`src/rtl/exmem_forward_stage_if.sv`:
```
// ---------------------------------------------------------------------------
// exmem_forward_stage_if
//
// Purpose: bundles every non-clock/reset signal of the EX/MEM pipeline
// register and forwarding unit. Clock and reset remain plain module ports.
//
// Modports:
//   slave  - the EX/MEM stage itself (exmem_forward_stage)
//   master - the surrounding pipeline that drives EX results and hazard
//            controls and consumes the registered fields and forward selects
//
// Signals (slave view):
//   in : stall, flush, memwb_commit
//   in : ex_valid, ex_aluResult, ex_storeData, ex_rd,
//        ex_regWrite, ex_memRead, ex_memWrite, ex_memToReg
//   in : idex_rn, idex_rm
//   out: EXMEM_InputAddress, EXMEM_storeData, EXMEM_rd, EXMEM_valid,
//        EXMEM_regWrite, EXMEM_memRead, EXMEM_memWrite, EXMEM_memToReg
//   out: ForwardA, ForwardB, loadUseHazard
//   out: fwdCount, bubbleCount (only when EXMEM_FWD_PERF_EN is defined)
// ---------------------------------------------------------------------------
interface exmem_forward_stage_if #(
    parameter int DATA_W = 64,
    parameter int REG_W  = 5
);
    logic              stall;
    logic              flush;
    logic              memwb_commit;

    logic              ex_valid;
    logic [DATA_W-1:0] ex_aluResult;
    logic [DATA_W-1:0] ex_storeData;
    logic [REG_W-1:0]  ex_rd;
    logic              ex_regWrite;
    logic              ex_memRead;
    logic              ex_memWrite;
    logic              ex_memToReg;

    logic [REG_W-1:0]  idex_rn;
    logic [REG_W-1:0]  idex_rm;

    logic [DATA_W-1:0] EXMEM_InputAddress;
    logic [DATA_W-1:0] EXMEM_storeData;
    logic [REG_W-1:0]  EXMEM_rd;
    logic              EXMEM_regWrite;
    logic              EXMEM_memRead;
    logic              EXMEM_memWrite;
    logic              EXMEM_memToReg;
    logic              EXMEM_valid;

    logic [1:0]        ForwardA;
    logic [1:0]        ForwardB;
    logic              loadUseHazard;

`ifdef EXMEM_FWD_PERF_EN
    logic [31:0]       fwdCount;
    logic [31:0]       bubbleCount;
`endif

    modport slave (
        input  stall, flush, memwb_commit,
        input  ex_valid, ex_aluResult, ex_storeData, ex_rd,
        input  ex_regWrite, ex_memRead, ex_memWrite, ex_memToReg,
        input  idex_rn, idex_rm,
        output EXMEM_InputAddress, EXMEM_storeData, EXMEM_rd,
        output EXMEM_regWrite, EXMEM_memRead, EXMEM_memWrite, EXMEM_memToReg,
        output EXMEM_valid,
        output ForwardA, ForwardB, loadUseHazard
`ifdef EXMEM_FWD_PERF_EN
        , output fwdCount, bubbleCount
`endif
    );

    modport master (
        output stall, flush, memwb_commit,
        output ex_valid, ex_aluResult, ex_storeData, ex_rd,
        output ex_regWrite, ex_memRead, ex_memWrite, ex_memToReg,
        output idex_rn, idex_rm,
        input  EXMEM_InputAddress, EXMEM_storeData, EXMEM_rd,
        input  EXMEM_regWrite, EXMEM_memRead, EXMEM_memWrite, EXMEM_memToReg,
        input  EXMEM_valid,
        input  ForwardA, ForwardB, loadUseHazard
`ifdef EXMEM_FWD_PERF_EN
        , input fwdCount, bubbleCount
`endif
    );
endinterface

```
`src/rtl/exmem_forward_stage.sv`:
```
// ---------------------------------------------------------------------------
// exmem_forward_stage
//
// Purpose: LEGv8 EX/MEM pipeline register with a one-entry MEM/WB
// destination shadow and the ALU operand forwarding select logic.
//
// Ports:
//   CLOCK    - system clock, rising edge
//   RESET_n  - asynchronous active-low reset
//   bus      - exmem_forward_stage_if.slave (EX inputs, hazard controls,
//              registered EX/MEM fields, ForwardA/B, loadUseHazard)
//
// Optional feature: define EXMEM_FWD_PERF_EN to add the saturating
// fwdCount / bubbleCount performance counters on the interface.
// ---------------------------------------------------------------------------
module exmem_forward_stage #(
    parameter int DATA_W   = 64,
    parameter int REG_W    = 5,
    parameter int ZERO_REG = 31
) (
    input  logic                  CLOCK,
    input  logic                  RESET_n,
    exmem_forward_stage_if.slave  bus
);
    localparam logic [REG_W-1:0] ZeroIdx = REG_W'(ZERO_REG);

    logic              validQ;
    logic [DATA_W-1:0] aluQ;
    logic [DATA_W-1:0] storeQ;
    logic [REG_W-1:0]  rdQ;
    logic              regWriteQ;
    logic              memReadQ;
    logic              memWriteQ;
    logic              memToRegQ;

    logic [REG_W-1:0]  wbRd;
    logic              wbRegWrite;

    logic              exmemRegWrite;
    logic              exmemMemRead;
    logic [1:0]        fwdA;
    logic [1:0]        fwdB;

    // EX/MEM register: flush beats stall beats load. A flush only kills
    // valid and the controls; data and rd simply hold since a bubble
    // never uses them.
    always_ff @(posedge CLOCK or negedge RESET_n) begin
        if (!RESET_n) begin
            validQ    <= 1'b0;
            aluQ      <= '0;
            storeQ    <= '0;
            rdQ       <= '0;
            regWriteQ <= 1'b0;
            memReadQ  <= 1'b0;
            memWriteQ <= 1'b0;
            memToRegQ <= 1'b0;
        end else if (bus.flush) begin
            validQ    <= 1'b0;
            regWriteQ <= 1'b0;
            memReadQ  <= 1'b0;
            memWriteQ <= 1'b0;
            memToRegQ <= 1'b0;
        end else if (!bus.stall) begin
            validQ    <= bus.ex_valid;
            aluQ      <= bus.ex_aluResult;
            storeQ    <= bus.ex_storeData;
            rdQ       <= bus.ex_rd;
            regWriteQ <= bus.ex_regWrite;
            memReadQ  <= bus.ex_memRead;
            memWriteQ <= bus.ex_memWrite;
            memToRegQ <= bus.ex_memToReg;
        end
    end

    // Controls are qualified by valid so a bubble can never write state.
    assign exmemRegWrite = regWriteQ & validQ;
    assign exmemMemRead  = memReadQ  & validQ;

    // MEM/WB shadow: only remembers what is needed for forwarding. When
    // MEM/WB does not accept this cycle, its write-enable drops so a stalled
    // MEM slot cannot keep forwarding a stale producer.
    always_ff @(posedge CLOCK or negedge RESET_n) begin
        if (!RESET_n) begin
            wbRd       <= '0;
            wbRegWrite <= 1'b0;
        end else if (bus.memwb_commit) begin
            wbRd       <= rdQ;
            wbRegWrite <= exmemRegWrite;
        end else begin
            wbRegWrite <= 1'b0;
        end
    end

    // Forward selects: EX/MEM is the most recent producer, so it wins over
    // MEM/WB. XZR is never forwarded. Encoding 2'b11 cannot be produced.
    always_comb begin
        fwdA = 2'b00;
        fwdB = 2'b00;
        if (exmemRegWrite && rdQ != ZeroIdx && rdQ == bus.idex_rn) begin
            fwdA = 2'b10;
        end else if (wbRegWrite && wbRd != ZeroIdx && wbRd == bus.idex_rn) begin
            fwdA = 2'b01;
        end
        if (exmemRegWrite && rdQ != ZeroIdx && rdQ == bus.idex_rm) begin
            fwdB = 2'b10;
        end else if (wbRegWrite && wbRd != ZeroIdx && wbRd == bus.idex_rm) begin
            fwdB = 2'b01;
        end
    end

    assign bus.ForwardA      = fwdA;
    assign bus.ForwardB      = fwdB;
    assign bus.loadUseHazard = exmemMemRead && (rdQ != ZeroIdx) &&
                               ((rdQ == bus.idex_rn) || (rdQ == bus.idex_rm));

    assign bus.EXMEM_InputAddress = aluQ;
    assign bus.EXMEM_storeData    = storeQ;
    assign bus.EXMEM_rd           = rdQ;
    assign bus.EXMEM_valid        = validQ;
    assign bus.EXMEM_regWrite     = exmemRegWrite;
    assign bus.EXMEM_memRead      = exmemMemRead;
    assign bus.EXMEM_memWrite     = memWriteQ & validQ;
    assign bus.EXMEM_memToReg     = memToRegQ & validQ;

`ifdef EXMEM_FWD_PERF_EN
    logic [31:0] fwdCountQ;
    logic [31:0] bubbleCountQ;

    // Saturating counters: forwarding cycles that actually advance (no
    // stall), and every cycle a bubble is injected.
    always_ff @(posedge CLOCK or negedge RESET_n) begin
        if (!RESET_n) begin
            fwdCountQ    <= '0;
            bubbleCountQ <= '0;
        end else begin
            if ((fwdA != 2'b00 || fwdB != 2'b00) && !bus.stall &&
                fwdCountQ != 32'hFFFF_FFFF) begin
                fwdCountQ <= fwdCountQ + 32'd1;
            end
            if (bus.flush && bubbleCountQ != 32'hFFFF_FFFF) begin
                bubbleCountQ <= bubbleCountQ + 32'd1;
            end
        end
    end

    assign bus.fwdCount    = fwdCountQ;
    assign bus.bubbleCount = bubbleCountQ;
`endif
endmodule

```
`src/flat_wrapper.sv`:
```
// flat-port wrapper written by rule: the top's interface ports become plain ports
module exmem_forward_stage_flat 
#(
    parameter int DATA_W   = 64,
    parameter int REG_W    = 5,
    parameter int ZERO_REG = 31
)
  (CLOCK, RESET_n, bus_stall, bus_flush, bus_memwb_commit, bus_ex_valid, bus_ex_aluResult, bus_ex_storeData, bus_ex_rd, bus_ex_regWrite, bus_ex_memRead, bus_ex_memWrite, bus_ex_memToReg, bus_idex_rn, bus_idex_rm, bus_EXMEM_InputAddress, bus_EXMEM_storeData, bus_EXMEM_rd, bus_EXMEM_regWrite, bus_EXMEM_memRead, bus_EXMEM_memWrite, bus_EXMEM_memToReg, bus_EXMEM_valid, bus_ForwardA, bus_ForwardB, bus_loadUseHazard);
  exmem_forward_stage_if #(.DATA_W(DATA_W), .REG_W(REG_W)) bus_i ();
  input  logic CLOCK;
  input  logic RESET_n;
  input wire logic [$bits(bus_i.stall)-1:0] bus_stall;
  input wire logic [$bits(bus_i.flush)-1:0] bus_flush;
  input wire logic [$bits(bus_i.memwb_commit)-1:0] bus_memwb_commit;
  input wire logic [$bits(bus_i.ex_valid)-1:0] bus_ex_valid;
  input wire logic [$bits(bus_i.ex_aluResult)-1:0] bus_ex_aluResult;
  input wire logic [$bits(bus_i.ex_storeData)-1:0] bus_ex_storeData;
  input wire logic [$bits(bus_i.ex_rd)-1:0] bus_ex_rd;
  input wire logic [$bits(bus_i.ex_regWrite)-1:0] bus_ex_regWrite;
  input wire logic [$bits(bus_i.ex_memRead)-1:0] bus_ex_memRead;
  input wire logic [$bits(bus_i.ex_memWrite)-1:0] bus_ex_memWrite;
  input wire logic [$bits(bus_i.ex_memToReg)-1:0] bus_ex_memToReg;
  input wire logic [$bits(bus_i.idex_rn)-1:0] bus_idex_rn;
  input wire logic [$bits(bus_i.idex_rm)-1:0] bus_idex_rm;
  output wire logic [$bits(bus_i.EXMEM_InputAddress)-1:0] bus_EXMEM_InputAddress;
  output wire logic [$bits(bus_i.EXMEM_storeData)-1:0] bus_EXMEM_storeData;
  output wire logic [$bits(bus_i.EXMEM_rd)-1:0] bus_EXMEM_rd;
  output wire logic [$bits(bus_i.EXMEM_regWrite)-1:0] bus_EXMEM_regWrite;
  output wire logic [$bits(bus_i.EXMEM_memRead)-1:0] bus_EXMEM_memRead;
  output wire logic [$bits(bus_i.EXMEM_memWrite)-1:0] bus_EXMEM_memWrite;
  output wire logic [$bits(bus_i.EXMEM_memToReg)-1:0] bus_EXMEM_memToReg;
  output wire logic [$bits(bus_i.EXMEM_valid)-1:0] bus_EXMEM_valid;
  output wire logic [$bits(bus_i.ForwardA)-1:0] bus_ForwardA;
  output wire logic [$bits(bus_i.ForwardB)-1:0] bus_ForwardB;
  output wire logic [$bits(bus_i.loadUseHazard)-1:0] bus_loadUseHazard;
  assign bus_i.stall = bus_stall;
  assign bus_i.flush = bus_flush;
  assign bus_i.memwb_commit = bus_memwb_commit;
  assign bus_i.ex_valid = bus_ex_valid;
  assign bus_i.ex_aluResult = bus_ex_aluResult;
  assign bus_i.ex_storeData = bus_ex_storeData;
  assign bus_i.ex_rd = bus_ex_rd;
  assign bus_i.ex_regWrite = bus_ex_regWrite;
  assign bus_i.ex_memRead = bus_ex_memRead;
  assign bus_i.ex_memWrite = bus_ex_memWrite;
  assign bus_i.ex_memToReg = bus_ex_memToReg;
  assign bus_i.idex_rn = bus_idex_rn;
  assign bus_i.idex_rm = bus_idex_rm;
  assign bus_EXMEM_InputAddress = bus_i.EXMEM_InputAddress;
  assign bus_EXMEM_storeData = bus_i.EXMEM_storeData;
  assign bus_EXMEM_rd = bus_i.EXMEM_rd;
  assign bus_EXMEM_regWrite = bus_i.EXMEM_regWrite;
  assign bus_EXMEM_memRead = bus_i.EXMEM_memRead;
  assign bus_EXMEM_memWrite = bus_i.EXMEM_memWrite;
  assign bus_EXMEM_memToReg = bus_i.EXMEM_memToReg;
  assign bus_EXMEM_valid = bus_i.EXMEM_valid;
  assign bus_ForwardA = bus_i.ForwardA;
  assign bus_ForwardB = bus_i.ForwardB;
  assign bus_loadUseHazard = bus_i.loadUseHazard;
  exmem_forward_stage #(.DATA_W(DATA_W), .REG_W(REG_W), .ZERO_REG(ZERO_REG)) u_core (.CLOCK(CLOCK), .RESET_n(RESET_n), .bus(bus_i));
endmodule
```
`config.mk`:
```
export PLATFORM = sky130hd
export DESIGN_NAME = exmem_forward_stage_flat
export DESIGN_NICKNAME = d
export VERILOG_FILES = /design/src/rtl/exmem_forward_stage_if.sv /design/src/rtl/exmem_forward_stage.sv /design/src/flat_wrapper.sv
export SDC_FILE = /design/constraint.sdc
export NUM_CORES = 1
export LEC_CHECK = 0
export CAP_MARGIN = 5
export CORE_AREA = 2 2 120 122
export DETAILED_ROUTE_END_ITERATION = 10
export DIE_AREA = 0 0 122 124
export GPL_TIMING_DRIVEN = 0
export PLACE_DENSITY_LB_ADDON = 0.08
export SETUP_SLACK_MARGIN = 0.3
export SYNTH_ARGS = -nofsm -noshare
export SYNTH_HDL_FRONTEND = slang
export SYNTH_SLANG_ARGS = --single-unit
```
`constraint.sdc`:
```
create_clock -name CLOCK -period 2.35 [get_ports CLOCK]
set_input_delay 0.3525 -clock CLOCK [delete_from_list [all_inputs] [get_ports CLOCK]]
set_output_delay 0.3525 -clock CLOCK [all_outputs]
set_load 0.01 [all_outputs]
```
Word level (Yosys, flattened, before mapping)
Index checks and enable logic that the tools add are counted.
W data, S select, Z words.
{ "op_classes": {"add_sub_neg": 0, "multipliers": 0, "div_mod_pow": 0, "order_cmp": 0, "n_eq_ne": 7, "shifts": 0, "n_mux": 15, "bitwise_logic": 6, "n_reduce_logical": 10} }
{ "op_table": {"columns": ["operator", "n"], "rows": [
  ["$eq A5 B5 Y1", 4],
  ["$mux W1", 13],
  ["$ne A5 B5 Y1 const B", 2],
  ["$logic_and A1 B1 Y1", 8],
  ["$and A1 B1 Y1", 4],
  ["$mux W2", 2],
  ["$ne A2 B1 Y1 const B", 1],
  ["$not A1 Y1", 2],
  ["$reduce_and A2 Y1", 1],
  ["$logic_or A1 B1 Y1", 1]
]} }
{ "totals": {"register_bits": 144, "latch_bits": 0, "ramBits": 0, "rom_bits": 0, "out_inout_bits": 143, "wordCells": 48, "mem_count": 0} }

Longest topological paths before layout
Gate-level depths: netlist of run 1.
{ "depth": {"depth_word": 5, "mapped_depth": 5} }

Least setup slack after synthesis of run 1
No wires, ideal clock.
{ "synth_path": {"path_type": "register -> output", "from": "register u_core.validQ, in the netlist u_core.bus.EXMEM_valid", "to": "output bus_ForwardA[0]", "t_arrival_ns": 1.323, "path_slack_ns": 0.675, "stages_incl_launch_ff": 5, "n_path_buf": 0, "path_cell_list": "dfrtp_1 > and2_1 > o21ai_1 > nor4_2 > nor4_2"} }
{ "synth_between": {"elab_chain_len": 4} }
{ "synth_lines": {"columns": ["element", "line_no", "rtl"], "rows": [
  ["start, declared", "exmem_forward_stage.sv:27", "logic validQ;"],
  ["start signal, assigned", "exmem_forward_stage.sv:64", "validQ <= bus.ex_valid;"],
  ["$and A1 B1 Y1", "exmem_forward_stage.sv:76", "assign exmemRegWrite = regWriteQ & validQ;"],
  ["named net bus_EXMEM_regWrite", "flat_wrapper.sv:28", "output wire logic [$bits(bus_i.EXMEM_regWrite)-1:0] bus_EXMEM_regWrite;"],
  ["$logic_and A1 B1 Y1 (2 in series)", "exmem_forward_stage.sv:99", "if (exmemRegWrite && rdQ != ZeroIdx && rdQ == bus.idex_rn) begin"],
  ["$mux W2", "exmem_forward_stage.sv:99", null],
  ["end, declared", "flat_wrapper.sv:33", "output wire logic [$bits(bus_i.ForwardA)-1:0] bus_ForwardA;"]
]} }
The timed path passes the listed nets, and every way through them passes these cells.

Worst setup path after layout of run 1
{ "layout_path": {"from": "register u_core.wbRd[4]", "to": "output bus_ForwardA[0]"} }
{ "layout_between": {"elab_chain_len": 5} }
{ "layout_lines": {"columns": ["element", "line_no", "rtl"], "rows": [
  ["start, declared", "exmem_forward_stage.sv:36", "logic [REG_W-1:0] wbRd;"],
  ["start signal, assigned", "exmem_forward_stage.sv:87", "wbRd <= rdQ;"],
  ["$ne A5 B5 Y1", "exmem_forward_stage.sv:101", "end else if (wbRegWrite && wbRd != ZeroIdx && wbRd == bus.idex_rn) begin"],
  ["$logic_and A1 B1 Y1", "exmem_forward_stage.sv:101", null],
  ["$logic_and A1 B1 Y1 (*)", "exmem_forward_stage.sv:101", null],
  ["$mux W1 (*)", "exmem_forward_stage.sv:101", null],
  ["$mux W2 (*)", "exmem_forward_stage.sv:99", null]
]} }
Every way passes the cells marked *; elsewhere a longest branch is shown, timed or not.

==> reports/results.ini, run 1 <==
[power]
switching_share = 0.2409
ir_drop_mv = 0.4682
p_int_w = 0.005959
p_per_area_nw_per_um2 = 793.9
p_comb_frac = 0.245
sequentialPowerShare = 0.393
cellLeakagePower_nw = 4.235
total_power_w = 0.007850
pwr-share-clk = 0.363
switching_power_w = 0.001891

[place]
globalplace.congestion = 0.7949
dp_hpwl_um = 11830
port_buffers = 294
preCtsSetupSlack_ns = -0.2552
dp.cells = 826

[yosys]
ys_ff_latch = 144
synth.avg_cell_area_um2 = 17.05
syn-num-nets = 504
synth_edf_count = 0
ys_async_sr_fraction = 1.000
ys_seq_area_frac = 0.6023
synth_cell_type_count = 21
ys_warn_count = 0
syn-cell-area_um2 = 5983
syn_inst = 351
synth-main-ff-cell = dfrtp_1

[worst_setup_path]
cp-end-kind = output port
critPathBufInv = 1
cp_max_fo = 4
arrival_ns = 1.87
criticalPathCategory = register to output port
startpoint_type = register
slowest_delay_ns = 0.53
rr_worst_depth = 2
rr_endpoint = u_core.wbRd[2]
reg2reg_setup_slack_ns = 1.37
cp_slowest_cell = or4_1
cp_top_family = simple AND/OR/NAND/NOR gates
required_ns = 2.00
r2r_start = u_core.bus.EXMEM_rd[2]
worstPathCellList = xor2_1, or4_1, nor4_2, buf_2

[floorplanning]
die_area_um2 = 15130
die_h_um = 124
fp.coreArea_um2 = 13720
num_io_pins = 296
start_util = 0.4361
die_x_um = 122
rows = 43

[worst_hold_path]
min_from = bus_stall
min-delay-path-class = primary input to register
hold_depth = 3
hold_end = u_core.bus.EXMEM_valid

[detailed_routing]
ant_nets = 0
drt-pass1-iter-count = 4
num_vias = 4141
viasPerCell = 4.804
drt_iter0_markers = 152
routed_wl_um = 15980
wl_per_cell_um = 18.54
drc = 0

[grt]
grt_overflow = 0
grt_max_degree = 100
first_global_vias = 4472
grt.total_usage = 0.2154
grt_pass1_wl_um = 24270
grt_antenna_before_repair = 0

[finish]
ff_latch_area_um2 = 3610
area_growth_syn_to_layout_pct = 65.24
antenna-diode-count = 0
nNetsFinal = 824
multi_input_area_um2 = 2282
drive_gt1_frac = 0.3109
final_cells = 862
final.fill_count = 950
fin_util = 0.7207

[sta]
post-route-period-util = 0.9457
fin_crit_ns = 2.222
hold_viol_final = 0
worstMarginPinSlew_ns = 0.4806
drv_slew = 0
fmax_mhz = 450.0
relSlewSlack = 0.6796
postLayoutSetupSlackWorst_ns = 0.1276
rsz0062_at_grt = yes
finClkSkew_ns = 0.004216
setup_viol = 0
fin_setup_tns_ns = 0

[job]
maxCapViolCount = 0

[cts]
cts_tree = yes
cts_made_buffers = 17
insertion_delay_ns = 0.41
cts.sinks = 144
htree_levels = 4
clock_path_buffers = 2
cts.clk_slew.worst_paths_ns = 0.06
cts_root_buf = clkbuf_16

[run_status]
status = completed

==> worst reg2reg max path, stage by stage (launching register included) <==
cell	delay, ns
dfrtp_2	0.45
buf_4	0.16
mux2_2	0.26
==> cell usage after synthesis, types with 2 or more instances <==
master	number	area (µm²)
xor2_1	14	122.6
nand3_1	4	20.02
nor4_2	4	50.05
buf_2	7	35.03
mux2i_1	5	50.05
nand2_1	2	7.510
or4_1	2	15.01
buf_8	7	105.1
o21ai_1	2	10.01
mux2_2	68	765.7
dfrtp_1	144	3603
and2_1	4	25.02
nor2_1	5	18.77
mux2_4	70	1051
xnor2_1	6	52.55
or3_1	2	12.51
==> cell type report <==
class / instances / area share
plain buffers: 15 / 0.01531
repair buffers: 301 / 0.3026
clock inverters: 10 / 0.01620
well taps: 180 / 0.02278
flip-flops and latches: 144 / 0.3651
clock buffers: 20 / 0.04720
multi-input cells: 192 / 0.2308
==> worst max-delay path by stage <==
stage | cells after the start | slack (ns) | startpoint | to
2_1_floorplan | 4 | 0.67 | u_core.bus.EXMEM_valid | bus_ForwardA[0]
3_3_place_gp | 1 | -4.72 | RESET_n | u_core.bus.EXMEM_InputAddress[58]
3_5_place_dp | 5 | -0.26 | bus_idex_rm[4] | bus_ForwardB[0]
4_1_cts | 4 | 0.13 | u_core.wbRd[4] | bus_ForwardA[0]
5_1_grt | 6 | 0.03 | u_core.bus.EXMEM_rd[0] | bus_ForwardA[0]
6_report | 4 | 0.13 | u_core.wbRd[4] | bus_ForwardA[0]
==> registers in the layout (all words and copies together) (netlist names), 5 cells and up <==
signal and flops:
u_core.bus.EXMEM_InputAddress 64, u_core.wbRd 5, u_core.bus.EXMEM_storeData 64, u_core.bus.EXMEM_rd 5
==> cells in the final DEF (no fill, tap or decap) <==
cell type / count
bufinv_16: 4
clkbuf_16: 17
o21ai_4: 1
o21ai_1: 1
clkinvlp_4: 4
mux2_4: 70
or4_1: 1
buf_6: 2
nor2_1: 5
nand2_1: 2
or4_4: 1
nor4_4: 1
mux2i_1: 5
and2_4: 1
xnor2_1: 3
clkdlybuf4s50_1: 286
buf_4: 5
nor2_4: 1
xnor2_2: 3
nor4_2: 3
or3_1: 2
dfrtp_1: 139
xor2_1: 14
and2_1: 3
mux2_2: 68
dlygate4sd3_1: 1
dlygate4sd2_1: 2
nand3_2: 1
buf_2: 12
clkinv_2: 2
clkbuf_8: 3
buf_16: 1
a21oi_1: 1
and3_1: 1
dfrtp_2: 5
o21ai_0: 1
buf_8: 7
nand3_1: 3
==> metrics by stage <==
| step | instance area, µm² | hold slack [ns] |
|---|---|---|
| 3_5_place_dp | 9180 | 0.3052 |
| 5_1_grt | 9887 | 0.3514 |
| 6_report | 9887 | 0.3584 |
| 2_1_floorplan | 5983 | 0.05691 |
| 4_1_cts | 9873 | 0.3420 |
| 3_3_place_gp | 9151 | 0.4885 |
==> cell families after synthesis <==
group,synth area share
XOR/XNOR,0.02928
AO/OA/AOI/OAI,0.003344
flip-flops,0.6023
AND/OR/NAND/NOR,0.02781
buffers and inverters,0.02530
multiplexers,0.3120
==> layer usage <==
metal	track usage	part of all wire
met4	0.08405	0.016
met3	0.08379	0.083
met1	0.2451	0.37
met5	0	0
met2	0.3666	0.53
==> repair_timing <==
item / in CTS / in global routing
resized for setup: 33 / 3
pin swaps: 6 / 1
endpoints found under the setup margin: 5 / 5
buffers inserted: 5 / 0
hold endpoints to repair: 45 / 0
hold buffers: 1 / 0
==> power by group through the flow <==
stage          logic (W)  clock network [W]  registers [W]
5_1_grt          0.00203            0.00303        0.00313
3_5_place_dp     0.00189                  0        0.00311
3_3_place_gp     0.00186                  0        0.00310
4_1_cts          0.00194            0.00291        0.00308
6_report         0.00192            0.00285        0.00308
2_1_floorplan   0.000593                  0        0.00325
Power figures use the tool's default switching activity.
==> inputs of run 2 (changes only) <==
CORE_AREA = 2 2 203 105   (was 2 2 120 122)
DIE_AREA = 0 0 205 107   (was 0 0 122 124)
==> run 2 against run 1 <==
Net effect: cell count is 11% higher; final area is 2.1% higher; sequential power hardly changed; largest cell class unchanged; largest power group unchanged; register-to-register slack worse by 0.03 ns; global-route usage is 5.4 points lower; combinational power is 5% higher; power is 2.5% lower.
==> reports/results.ini, run 2 (synthesis gave the netlist of run 1 again) <==
[run_status]
status = completed

[detailed_routing]
num_vias = 4103  ; -0.92%
drt_iter0_markers = 101  ; -34%
ant_nets = 0  ; unchanged
wl_per_cell_um = 18.20  ; -1.9%
drt-pass1-iter-count = 4  ; unchanged
drc = 0  ; unchanged
routed_wl_um = 17490  ; +9.4%
viasPerCell = 4.270  ; -11%

[floorplanning]
num_io_pins = 296  ; unchanged
start_util = 0.2964  ; -0.1397
die_area_um2 = 21940  ; +45%
die_x_um = 205  ; +68%
fp.coreArea_um2 = 20180  ; +47%
rows = 37  ; -14%
die_h_um = 107  ; -14%

[power]
ir_drop_mv = 0.4493  ; -4.0%
cellLeakagePower_nw = 4.267  ; +0.74%
p_comb_frac = 0.264  ; +0.019
switching_share = 0.2555  ; +0.01462
pwr-share-clk = 0.334  ; -0.029
sequentialPowerShare = 0.402  ; +0.009
p_per_area_nw_per_um2 = 758.3  ; -4.5%
switching_power_w = 0.001955  ; +3.4%
p_int_w = 0.005696  ; -4.4%

[finish]
layout_commonest_cell = clkdlybuf4s50_1
drive_gt1_frac = 0.3299  ; +0.01909
antenna-diode-count = 0  ; unchanged
nNetsFinal = 830  ; +0.73%
area_growth_syn_to_layout_pct = 68.63
final_cell_mix = clkdlybuf4s50_1 (288), dfrtp_1 (138), mux2_4 (70), mux2_2 (68), clkbuf_16 (17)
final_cells = 961  ; +11%
fin_util = 0.4999  ; -0.2208

[cts]
insertion_delay_ns = 0.42  ; about the same
cts_root_buf = clkbuf_16
cts_tree = yes
cts.clk_slew.worst_paths_ns = 0.06  ; about the same
cts.sinks = 144  ; unchanged
htree_levels = 4  ; unchanged
clock_path_buffers = 2  ; unchanged
cts_made_buffers = 17  ; unchanged

[place]
preCtsSetupSlack_ns = -0.2648  ; -0.009582 ns
dp_hpwl_um = 12780  ; +8.0%
globalplace.congestion = 0.8100  ; +1.9%
port_buffers = 294  ; unchanged
dp.cells = 919  ; +11%

[grt]
grt_antenna_before_repair = 1  ; +1
grt.total_usage = 0.1617  ; -0.05376
grt_pass1_wl_um = 26570  ; +9.4%
grt_overflow = 0  ; unchanged
grt_max_degree = 94  ; -6.0%
first_global_vias = 4570  ; +2.2%

[sta]
relSlewSlack = 0.6478  ; -0.03178
rsz0062_at_grt = yes
drv_slew = 0  ; unchanged
fmax_mhz = 449.5  ; -0.11%
fin_crit_ns = 2.225  ; +0.002342 ns
worstMarginPinSlew_ns = 0.5283  ; +0.04766 ns
hold_viol_final = 0  ; unchanged
setup_viol = 0  ; unchanged
whs_ns = 0.3434  ; -0.01501 ns
finClkSkew_ns = 0.003447  ; -0.0007686 ns
postLayoutSetupSlackWorst_ns = 0.1252  ; -0.002342 ns
post-route-period-util = 0.9467  ; +0.0009966

[worst_setup_path]
arrival_ns = 1.87  ; about the same
criticalPathCategory = register to output port
cp_max_fo = 4  ; unchanged
cp_slowest_cell = or4_4
required_ns = 2.00  ; about the same
slowest_delay_ns = 0.54  ; about the same
cp-end-kind = output port
startpoint_type = register
worstPathCellList = nand2_1, o21ai_2, or4_4, nor4_4, buf_2

[job]
maxCapViolCount = 0  ; unchanged

[worst_hold_path]
min-delay-path-class = primary input to register

==> run 2: cell count changes in the layout (fill, tap and decap cells not counted), sizes merged <==
cell and change:
buf +6, bufinv -4, clkbuf +6, clkdlybuf4s50 +2, clkinvlp -2, dlygate4sd2 -2
==> run 2: timing repair <==
action / in CTS / in global routing
setup buffers: 10 / 1
gates resized for setup: 31 / 21
setup endpoints to repair: 5 / 5
pin swaps: 7 / 8
hold buffers: 1 / 0
hold endpoints to repair: 51 / 0
==> run 2: critical path, delay by kind of cell, from the launching register on <==
family / cells / cell delay [ns]
AOI/OAI and AO/OA: 1 / 0.07
buffers and inverters: 1 / 0.17
DFF: 1 / 0.42
and+or+nand+nor: 3 / 0.79
==> run 2: through the flow <==
| stage | total power [W] | TNS (ns) | instance area, µm² |
|---|---|---|---|
| global placement | 0.004996 | -715.41 | 9268 |
| floorplan | 0.003845 | 0 | 5983 |
| CTS | 0.007673 | 0 | 9965 |
| global route | 0.008021 | 0 | 10090 |
| finish | 0.007651 | 0 | 10090 |
| detailed placement | 0.005021 | -0.6747 | 9296 |
==> run 2: power by group through the flow <==
| stage | Sequential, W | Combinational (W) | Clock (W) |
|---|---|---|---|
| after CTS | 0.00307 | 0.00199 | 0.00261 |
| after detailed placement | 0.00312 | 0.00191 | 0 |
| after global routing | 0.00312 | 0.00215 | 0.00275 |
| after global placement | 0.00310 | 0.00189 | 0 |
| final | 0.00308 | 0.00202 | 0.00255 |
| after floorplan | 0.00325 | 0.000593 | 0 |
==> run 2: final timing paths <==
check | cells past startpoint | to | slack, ns | startpoint
max | 5 | bus_ForwardA[0] | 0.13 | u_core.wbRd[4]
min reg2reg | 1 | u_core.bus.EXMEM_InputAddress[60] | 0.50 | u_core.bus.EXMEM_InputAddress[60]
min in group asynchronous | 2 | u_core.bus.EXMEM_InputAddress[35] | 0.44 | RESET_n
max reg2reg | 2 | u_core.wbRd[4] | 1.34 | u_core.bus.EXMEM_rd[4]
min | 3 | u_core.memReadQ | 0.34 | bus_stall
max in group asynchronous | 3 | u_core.bus.EXMEM_InputAddress[63] | 1.05 | RESET_n
==> run 2: cell type report <==
| type | instances | area, µm² |
|---|---|---|
| clock buffer | 26 | 529.3 |
| sequential | 144 | 3611 |
| multi-input combinational | 192 | 2369 |
| fill | 1753 | 10090 |
| tap | 273 | 341.6 |
| timing repair buffer | 307 | 3063 |
| clock inverter | 4 | 25.02 |
| buffer | 15 | 151.4 |
==> run 2: per-layer routing <==
layer / GRT usage / share of wire / vias up
li1: - / - / 1897
met1: 0.2025 / 0.44 / 2042
met2: 0.2444 / 0.45 / 142
met3: 0.08207 / 0.10 / 20
met4: 0.04625 / 0.010 / 2
met5: 0 / 0.00074 / -
